==> config.mk <==
export PLATFORM = sky130hd
export DESIGN_NAME = alu_exec_unit
export DESIGN_NICKNAME = d
export VERILOG_FILES = /design/src/rtl/alu_exec_unit.sv
export SDC_FILE = /design/constraint.sdc
export NUM_CORES = 1
export LEC_CHECK = 0
export ABC_AREA = 1
export CORE_ASPECT_RATIO = 1.2
export CORE_UTILIZATION = 30
export CTS_BUF_LIST = sky130_fd_sc_hd__clkbuf_8
export CTS_CLUSTER_DIAMETER = 150
export DETAILED_ROUTE_END_ITERATION = 16
export PLACE_DENSITY = 0.51
export SYNTH_ARGS = -nofsm -noshare
export SYNTH_HDL_FRONTEND = slang
export SYNTH_SLANG_ARGS = --single-unit
==> constraint.sdc <==
create_clock -name clk -period 3.11 [get_ports clk]
set_input_delay 0.622 -clock clk [delete_from_list [all_inputs] [get_ports clk]]
set_output_delay 0.622 -clock clk [all_outputs]
set_load 0.01 [all_outputs]
==> src/rtl/alu_exec_unit.sv <==
// alu_exec_unit: ALU decode plus registered execute stage with iterative multi-cycle M-extension datapath
module alu_exec_unit #(
  parameter int XLEN   = 32,
  parameter bit MDU_EN = 1'b1
) (
  input  logic            clk,
  input  logic            rst,
  input  logic            valid_in,
  output logic            ready_out,
  input  logic            flush,
  input  logic [1:0]      alu_op,
  input  logic [2:0]      funct3,
  input  logic            funct7_5,
  input  logic            funct7_0,
  input  logic            op5,
  input  logic [XLEN-1:0] src_a,
  input  logic [XLEN-1:0] src_b,
  output logic [XLEN-1:0] result,
  output logic            zero,
  output logic            valid_out
);
  localparam int SW = $clog2(XLEN);
  localparam int CW = SW + 1;
  typedef enum logic [1:0] {IDLE, RUN, FIX} state_t;
  typedef enum logic [3:0] {OP_ADD, OP_SUB, OP_SLL, OP_SLT, OP_SLTU, OP_XOR, OP_SRL, OP_SRA, OP_OR, OP_AND} op_t;
  state_t state_q, state_d;
  op_t op;
  logic is_m;
  logic [XLEN-1:0] alu_res;
  logic [SW-1:0] shamt;
  logic [2:0] op_q, op_d;
  logic [CW-1:0] cnt_q, cnt_d;
  logic [XLEN-1:0] mb_q, mb_d;
  logic [2*XLEN-1:0] p_q, p_d, p_step, prod;
  logic neg_q, neg_d, div0_q, div0_d;
  logic [XLEN-1:0] result_q, result_d;
  logic zero_q, zero_d, valid_q, valid_d;
  logic sa_en, sb_en, a_neg, b_neg;
  logic [XLEN-1:0] mag_a, mag_b, quo, rem, fix_res;
  logic [XLEN:0] mul_sum, div_sh, div_diff;
  logic div_ge;
  always_comb begin
    op = OP_ADD;
    is_m = 1'b0;
    if (alu_op == 2'b01)
      op = (funct3[2:1] == 2'b00) ? OP_SUB : (funct3[2:1] == 2'b10) ? OP_SLT : (funct3[2:1] == 2'b11) ? OP_SLTU : OP_ADD;
    else if (alu_op == 2'b10) begin
      is_m = MDU_EN && op5 && funct7_0;
      case (funct3)
        3'b000:  op = (op5 && funct7_5) ? OP_SUB : OP_ADD;
        3'b001:  op = OP_SLL;
        3'b010:  op = OP_SLT;
        3'b011:  op = OP_SLTU;
        3'b100:  op = OP_XOR;
        3'b101:  op = funct7_5 ? OP_SRA : OP_SRL;
        3'b110:  op = OP_OR;
        default: op = OP_AND;
      endcase
    end
  end
  assign shamt = src_b[SW-1:0];
  always_comb begin
    case (op)
      OP_SUB:  alu_res = src_a - src_b;
      OP_SLL:  alu_res = src_a << shamt;
      OP_SLT:  alu_res = {{(XLEN-1){1'b0}}, $signed(src_a) < $signed(src_b)};
      OP_SLTU: alu_res = {{(XLEN-1){1'b0}}, src_a < src_b};
      OP_XOR:  alu_res = src_a ^ src_b;
      OP_SRL:  alu_res = src_a >> shamt;
      OP_SRA:  alu_res = $signed(src_a) >>> shamt;
      OP_OR:   alu_res = src_a | src_b;
      OP_AND:  alu_res = src_a & src_b;
      default: alu_res = src_a + src_b;
    endcase
  end
  // Signedness per M-op: MUL/MULH/DIV/REM both signed, MULHSU only A.
  assign sa_en = funct3[2] ? !funct3[0] : (funct3[1:0] != 2'b11);
  assign sb_en = funct3[2] ? !funct3[0] : !funct3[1];
  assign a_neg = sa_en & src_a[XLEN-1];
  assign b_neg = sb_en & src_b[XLEN-1];
  assign mag_a = a_neg ? -src_a : src_a;
  assign mag_b = b_neg ? -src_b : src_b;
  // One shift-add (multiply) or restoring-subtract (divide) step on {hi, lo}.
  assign mul_sum  = {1'b0, p_q[2*XLEN-1:XLEN]} + (p_q[0] ? {1'b0, mb_q} : {(XLEN+1){1'b0}});
  assign div_sh   = p_q[2*XLEN-1:XLEN-1];
  assign div_diff = div_sh - {1'b0, mb_q};
  assign div_ge   = !div_diff[XLEN];
  assign p_step   = op_q[2] ? {div_ge ? div_diff[XLEN-1:0] : div_sh[XLEN-1:0], p_q[XLEN-2:0], div_ge}
                            : {mul_sum, p_q[XLEN-1:1]};
  assign prod = neg_q ? -p_q : p_q;
  assign quo  = p_q[XLEN-1:0];
  assign rem  = p_q[2*XLEN-1:XLEN];
  // Divide-by-zero remainder falls out naturally as the signed dividend; only the quotient needs forcing.
  assign fix_res = !op_q[2] ? ((op_q[1:0] == 2'b00) ? prod[XLEN-1:0] : prod[2*XLEN-1:XLEN])
                 : op_q[1]  ? (neg_q ? -rem : rem)
                 : div0_q   ? {XLEN{1'b1}} : (neg_q ? -quo : quo);
  always_comb begin
    state_d  = state_q;
    op_d     = op_q;
    cnt_d    = cnt_q;
    mb_d     = mb_q;
    p_d      = p_q;
    neg_d    = neg_q;
    div0_d   = div0_q;
    result_d = result_q;
    zero_d   = zero_q;
    valid_d  = 1'b0;
    if (flush)
      state_d = IDLE;
    else
      case (state_q)
        IDLE: if (valid_in) begin
          if (is_m) begin
            state_d = RUN;
            op_d    = funct3;
            cnt_d   = '0;
            mb_d    = mag_b;
            p_d     = {{XLEN{1'b0}}, mag_a};
            neg_d   = (funct3[2] && funct3[1]) ? a_neg : (a_neg ^ b_neg);
            div0_d  = (src_b == '0);
          end else begin
            result_d = alu_res;
            zero_d   = (alu_res == '0);
            valid_d  = 1'b1;
          end
        end
        RUN: begin
          p_d     = p_step;
          cnt_d   = cnt_q + 1'b1;
          state_d = (cnt_q == CW'(XLEN-1)) ? FIX : RUN;
        end
        default: begin
          result_d = fix_res;
          zero_d   = (fix_res == '0);
          valid_d  = 1'b1;
          state_d  = IDLE;
        end
      endcase
  end
  always_ff @(posedge clk) begin
    if (rst) begin
      state_q  <= IDLE;
      op_q     <= '0;
      cnt_q    <= '0;
      mb_q     <= '0;
      p_q      <= '0;
      neg_q    <= 1'b0;
      div0_q   <= 1'b0;
      result_q <= '0;
      zero_q   <= 1'b0;
      valid_q  <= 1'b0;
    end else begin
      state_q  <= state_d;
      op_q     <= op_d;
      cnt_q    <= cnt_d;
      mb_q     <= mb_d;
      p_q      <= p_d;
      neg_q    <= neg_d;
      div0_q   <= div0_d;
      result_q <= result_d;
      zero_q   <= zero_d;
      valid_q  <= valid_d;
    end
  end
  assign ready_out = (state_q == IDLE);
  assign result    = result_q;
  assign zero      = zero_q;
  assign valid_out = valid_q;
endmodule
======== Word-level counts from Yosys, hierarchy flattened ========
Cells that the tools add are included.
storage, ports and cells
  register bits after elaboration ......... 143
  input port bits ......................... 76
  logic and storage cells ................. 122
operators by class
  add/sub/neg operators ................... 10
  order comparisons ....................... 2
  equality and inequality tests ........... 25
  shift-type cells ........................ 3
  muxes and demuxes ....................... 45
  bitwise operators ....................... 8
  reductions and logical operators ........ 19
operator list
  cell                  number
  $mux W32              12
  $pmux W32 S9          1
  $mux W64              4
  $neg A32 Y32          4
  $pmux W64 S2          1
  $logic_not A32 Y1     3
  $lt A32 B32 Y1        2
  $neg A64 Y64          1
  $pmux W32 S2          1
  $add A32 B32 Y33      1
  $sub A33 B32 Y33      1
  $add A32 B32 Y32      1
  $and A32 B32 Y32      1
  $or A32 B32 Y32       1
  $shl A32 B5 Y32       1
  $shr A32 B5 Y32       1
  $sshr A32 B5 Y32      1
  $sub A32 B32 Y32      1
  $xor A32 B32 Y32      1
  $pmux W4 S7           1
  $eq A4 B3 Y1 const B  4
  $mux W6               2
  $pmux W6 S2           1
  $reduce_and A4 Y1     3
  28 further kinds      62

======== Depth between registers and ports, before layout ========
  depth in word-level cells ............... 11
  gate-level depth with buffers ........... 28

======== Worst setup path before layout ========
No wires, ideal clock.
  kind .................................... input -> register
  from .................................... input port src_b[3]
  to ...................................... register zero_q (netlist: zero)
  setup time .............................. 0.056 ns
  arrival ................................. 3.271 ns
  data required time ...................... 3.054 ns
  slack ................................... -0.216 ns
  cell stages on the path ................. 26
  path buffers ............................ 4
  cell sequence ........................... buf_2 > inv_1 > clkbuf_1 > buf_2 > ha_1 > clkbuf_1 > nor2_1 > and2_1 > nand2_1 > nand2_1 > nand2_1 > nand2_1 > nand2_1 > nand3_1 > nand2_1 > inv_1 > nand3_1 > nor2_1 > nand2_1 > nor2_1 > nand3_1 > nor2_1 > nand2_1 > nand3_1 > nand2_1 > inv_1
between the ends
  longest elaborated chain between the ends .. 6
  elaborated cells on any way between the ends .. 15
  classes of those cells .................. 2 x add/sub; 2 x order compare; 3 x shift; 4 x mux; 3 x bitwise; 1 x reduce/logical
ends and longest elaborated chain
  what                                            RTL line  text
  start: declaration                              17        input logic [XLEN-1:0] src_b,
  $add A32 B32 Y32, or another cell as far along  73        default: alu_res = src_a + src_b;
  $pmux W32 S9 *                                  63        case (op)
  $logic_not A32 Y1 *                             123       zero_d = (alu_res == '0);
  $mux W1 *                                       113       if (is_m) begin
  $mux W1 *                                       112       IDLE: if (valid_in) begin
  $pmux W1 S2 *                                   111       case (state_q)
  end signal: assignment                          161       zero_q <= zero_d;
  end: declaration                                37        logic zero_q, zero_d, valid_q, valid_d;
Every way passes the cells marked *; elsewhere a longest branch is shown, timed or not. The select of a mux whose other input is x is not followed.
A chain may end at the register's enable or synchronous reset.

======== Worst setup path after layout ========
  from .................................... input port src_a[9]
  to ...................................... register result_q[25] (netlist: result[25])
between the ends
  longest elaborated chain between the ends .. 5
  elaborated cells on any way between the ends .. 9
  classes of those cells .................. 2 x add/sub; 3 x shift; 4 x mux
ends and longest elaborated chain
  what                                            RTL line  text
  start: declaration                              16        input logic [XLEN-1:0] src_a,
  $add A32 B32 Y32, or another cell as far along  73
  $pmux W32 S9 *                                  63
  $mux W32 *                                      113
  $mux W32 *                                      112
  $pmux W32 S2 *                                  111
  end signal: assignment                          160       result_q <= result_d;
  end: declaration                                36        logic [XLEN-1:0] result_q, result_d;
Marks and branches as above.

==> results.yml <==
drt:
  drt_iter0_markers: 3702
  drc: 0
  dr.pass1.iters: 6
  avgViaCountPerCell: 5.43
  routed_wl_um: 178000
  ant_nets: 0
  via_count: 37789
  routedWlPerCell_um: 25.7
logic_synthesis:
  ys_seq_area_share_pct: 11.1
  synthFlopType: "dfxtp_1"
  yosys.area_share.xor_xnor_pct: 2.21
  synth_simple_gate_area_share_pct: 47.6
  yosysMostFrequentCell: "nand2_1"
  synth-compound-area-share_pct: 19.1
  postSynthAreaPerCell_um2: 5.23
  synthTopCellsByArea: "nand2_1 22%, nand3_1 13%, dfxtp_1 11%"
  ys_async_sr_fraction_pct: 0
  syn_inst: 4919
  synthMuxAreaShare_pct: 0
  yosys.area.top_type: "nand2_1"
  synth_fa_ha_area_share_pct: 8.39
  synth-warning-count: 0
  synth_cell_types: 56
  netlist_area_um2: 25700
  syn-num-nets: 5165
  netlist_top_cells_count: "1473 x nand2_1, 678 x nand3_1, 536 x inv_1, 504 x nor2_1, 389 x a21oi_1"
  synth.top_cell.area_share_pct: 21.5
  synth_top_family_by_area: "simple AND/OR/NAND/NOR gates"
  ys_seq_elements: 143
  synth_edf_count: 0
floorplanning:
  initial_core_util_pct: 30.3
  fp-row-count: 117
  coreArea_um2: 84900
  ioPinCount: 111
  die_h_um: 323
  die_w_um: 269
  die-area_um2: 86900
setup_path:
  setup.worst_path.class: "in2reg"
  cp.required_ns: 3.50
  cp_max_fo: 5
  endpoint_kind: "flip-flop"
  crit_arrival_ns: 3.62
  cp-start-kind: "input pin"
timing:
  post-route-min-period_ns: 3.23
  post-route-period-util_pct: 104
  whs_ns: 0.471
  max_slew_margin_pct: 55.0
  finalHoldViolations: 0
  setup_ws_ns: -0.119
  tightest_slew_ns: 0.668
  fmax_mhz: 310
  slew_viol_final: 0
  rsz0062_at_grt: "yes"
  setup_viol: 2
  fin_skew_ns: 0.0463
finish:
  drive_gt1_share_pct: 23.9
  area_growth_pct: 44.3
  fin_nets: 6056
  final_cell_area_um2: 37100
placed_design:
  place_area_um2: 34800
  dp_hpwl_um: 150000
  portBuffers: 110
  gp_congestion: 1.06
pwr:
  ir_worst_vdd_mv: 0.240
  p_per_area_nw_per_um2: 244
  p_leak_nw: 19.1
min_path:
  hold_class: "reg2reg"
global_routing:
  grt_pass1_vias: 36319
  antenna_found_initial: 1
  grt_util_all_layers_pct: 40.0
  grt_pass1_wl_um: 252000
  grt_max_degree: 119
  overflow: 0
clocking:
  cts.hold.buffers_added: 0
  cts_buffer_depth: 2
  cts.sinks: 143
  clkTransAtPathRegs_ns: 0.09
  htree_levels: 4
  cts_made_buffers: 17
  cts_tree: "yes"
  clockRootBuffer: "clkbuf_8"
  clock_latency_ns: 0.56
run_status:
  violations: "negative setup slack"
  outcome: "finished, violations left"
job:
  max_cap_violations: 0
[power breakdown]
group	internal (W)	switching [W]
clock	0.000674	0.00100
sequential	0.00187	0.0000376
combinational	0.00214	0.00332
[cells by family after synthesis]
group / count (synthesis)
buf+inv: 766
flops: 143
xor+xnor: 65
simple gates: 2876
compound gates: 899
fa+ha+maj: 170
[per-layer routing]
| layer | global-route usage (%) | up-vias | wire, um |
|---|---|---|---|
| met1 | 45.4 | 17659 | 68500 |
| met5 | 0 | - | 0 |
| li1 | - | 18028 | - |
| met2 | 67.2 | 1621 | 82200 |
| met3 | 4.44 | 481 | 10400 |
| met4 | 34.2 | 0 | 17400 |
[path summary, 6_finish.rpt]
path                            cells after the start       start  slack (ns)    endpoint
worst max-delay path                               17    src_a[9]       -0.12  result[25]
worst min-delay path                                2  result[23]        0.47  result[23]
worst max register to register                     19     p_q[32]           0        zero
worst min register to register                      2  result[23]        0.47  result[23]
[cell usage in the layout, fill, tap and decap left out, types with 10 or more instances in the layout]
cell type / n
nand2_1: 1392
buf_4: 914
nand3_1: 646
inv_1: 507
nor2_1: 447
a21oi_1: 350
o21ai_0: 283
dfxtp_1: 138
ha_1: 128
nand2_2: 82
nand4_1: 71
clkdlybuf4s50_1: 69
o211ai_1: 53
nor2_2: 52
xor2_1: 47
a31oi_1: 45
nor3_1: 44
o21ai_1: 42
buf_12: 39
a21oi_2: 35
inv_2: 33
nand3_2: 32
ha_4: 26
nand3b_1: 24
dlymetal6s2s_1: 24
xnor2_1: 18
clkbuf_8: 17
buf_6: 17
nor3_2: 16
or2_2: 14
nor2_4: 13
nand2_4: 12
ha_2: 12
dlygate4sd2_1: 12
and2_1: 10
[cell type report]
cell class              count  area [um2]
inverters                 555        2120
well taps                1130        1410
diodes                      1        2.50
repair buffers           1083        9040
flip-flops and latches    143        2870
clock inverters            15         160
multi-input cells        4010       21200
fillers                  9618       47800
clock buffers              17         234
[state kept, by name, summed over array words and instances (netlist names)]
signal / count
result: 32
div0_q: 1
zero: 1
state_q: 2
neg_q: 1
p_q: 64
cnt_q: 6
op_q: 3
mb_q: 32
valid_out: 1
[critical path: stages]
cell and delay (ns):
clkdlybuf4s50_1 0.56, buf_6 0.24, ha_1 0.28, inv_1 0.09, buf_4 0.14, o21ai_0 0.19
a21oi_1 0.15, nor2_2 0.20, o21ai_1 0.14, nand3_1 0.11, nand2_1 0.05, nand3_1 0.10
nand4_1 0.17, buf_4 0.23, o21ai_1 0.16, buf_4 0.14, a21oi_1 0.05
[through the flow]
step | utilization [%] | total power [W] | setup TNS [ns] | setup WS [ns] | std cells
2_1_floorplan | - | 0.00402 | 0 | 0.0000264 | 4919
3_3_place_gp | 41.0 | 0.00686 | -45.12 | -1.23 | 6886
3_5_place_dp | 41.0 | 0.00684 | -46.69 | -1.24 | 6886
4_1_cts | 42.4 | 0.00873 | -0.0827 | -0.0481 | 6937
5_1_grt | 43.7 | 0.00941 | -0.422 | -0.106 | 6954
6_report | 43.7 | 0.00905 | -0.196 | -0.119 | 6954
[timing repair]
item	4_1_cts	5_1_grt
gates cloned	1	1
buffers inserted	18	16
pin swaps	24	63
resized for setup	180	298
setup endpoints to repair	72	90
No activity file was read; power rests on OpenSTA's default activity.
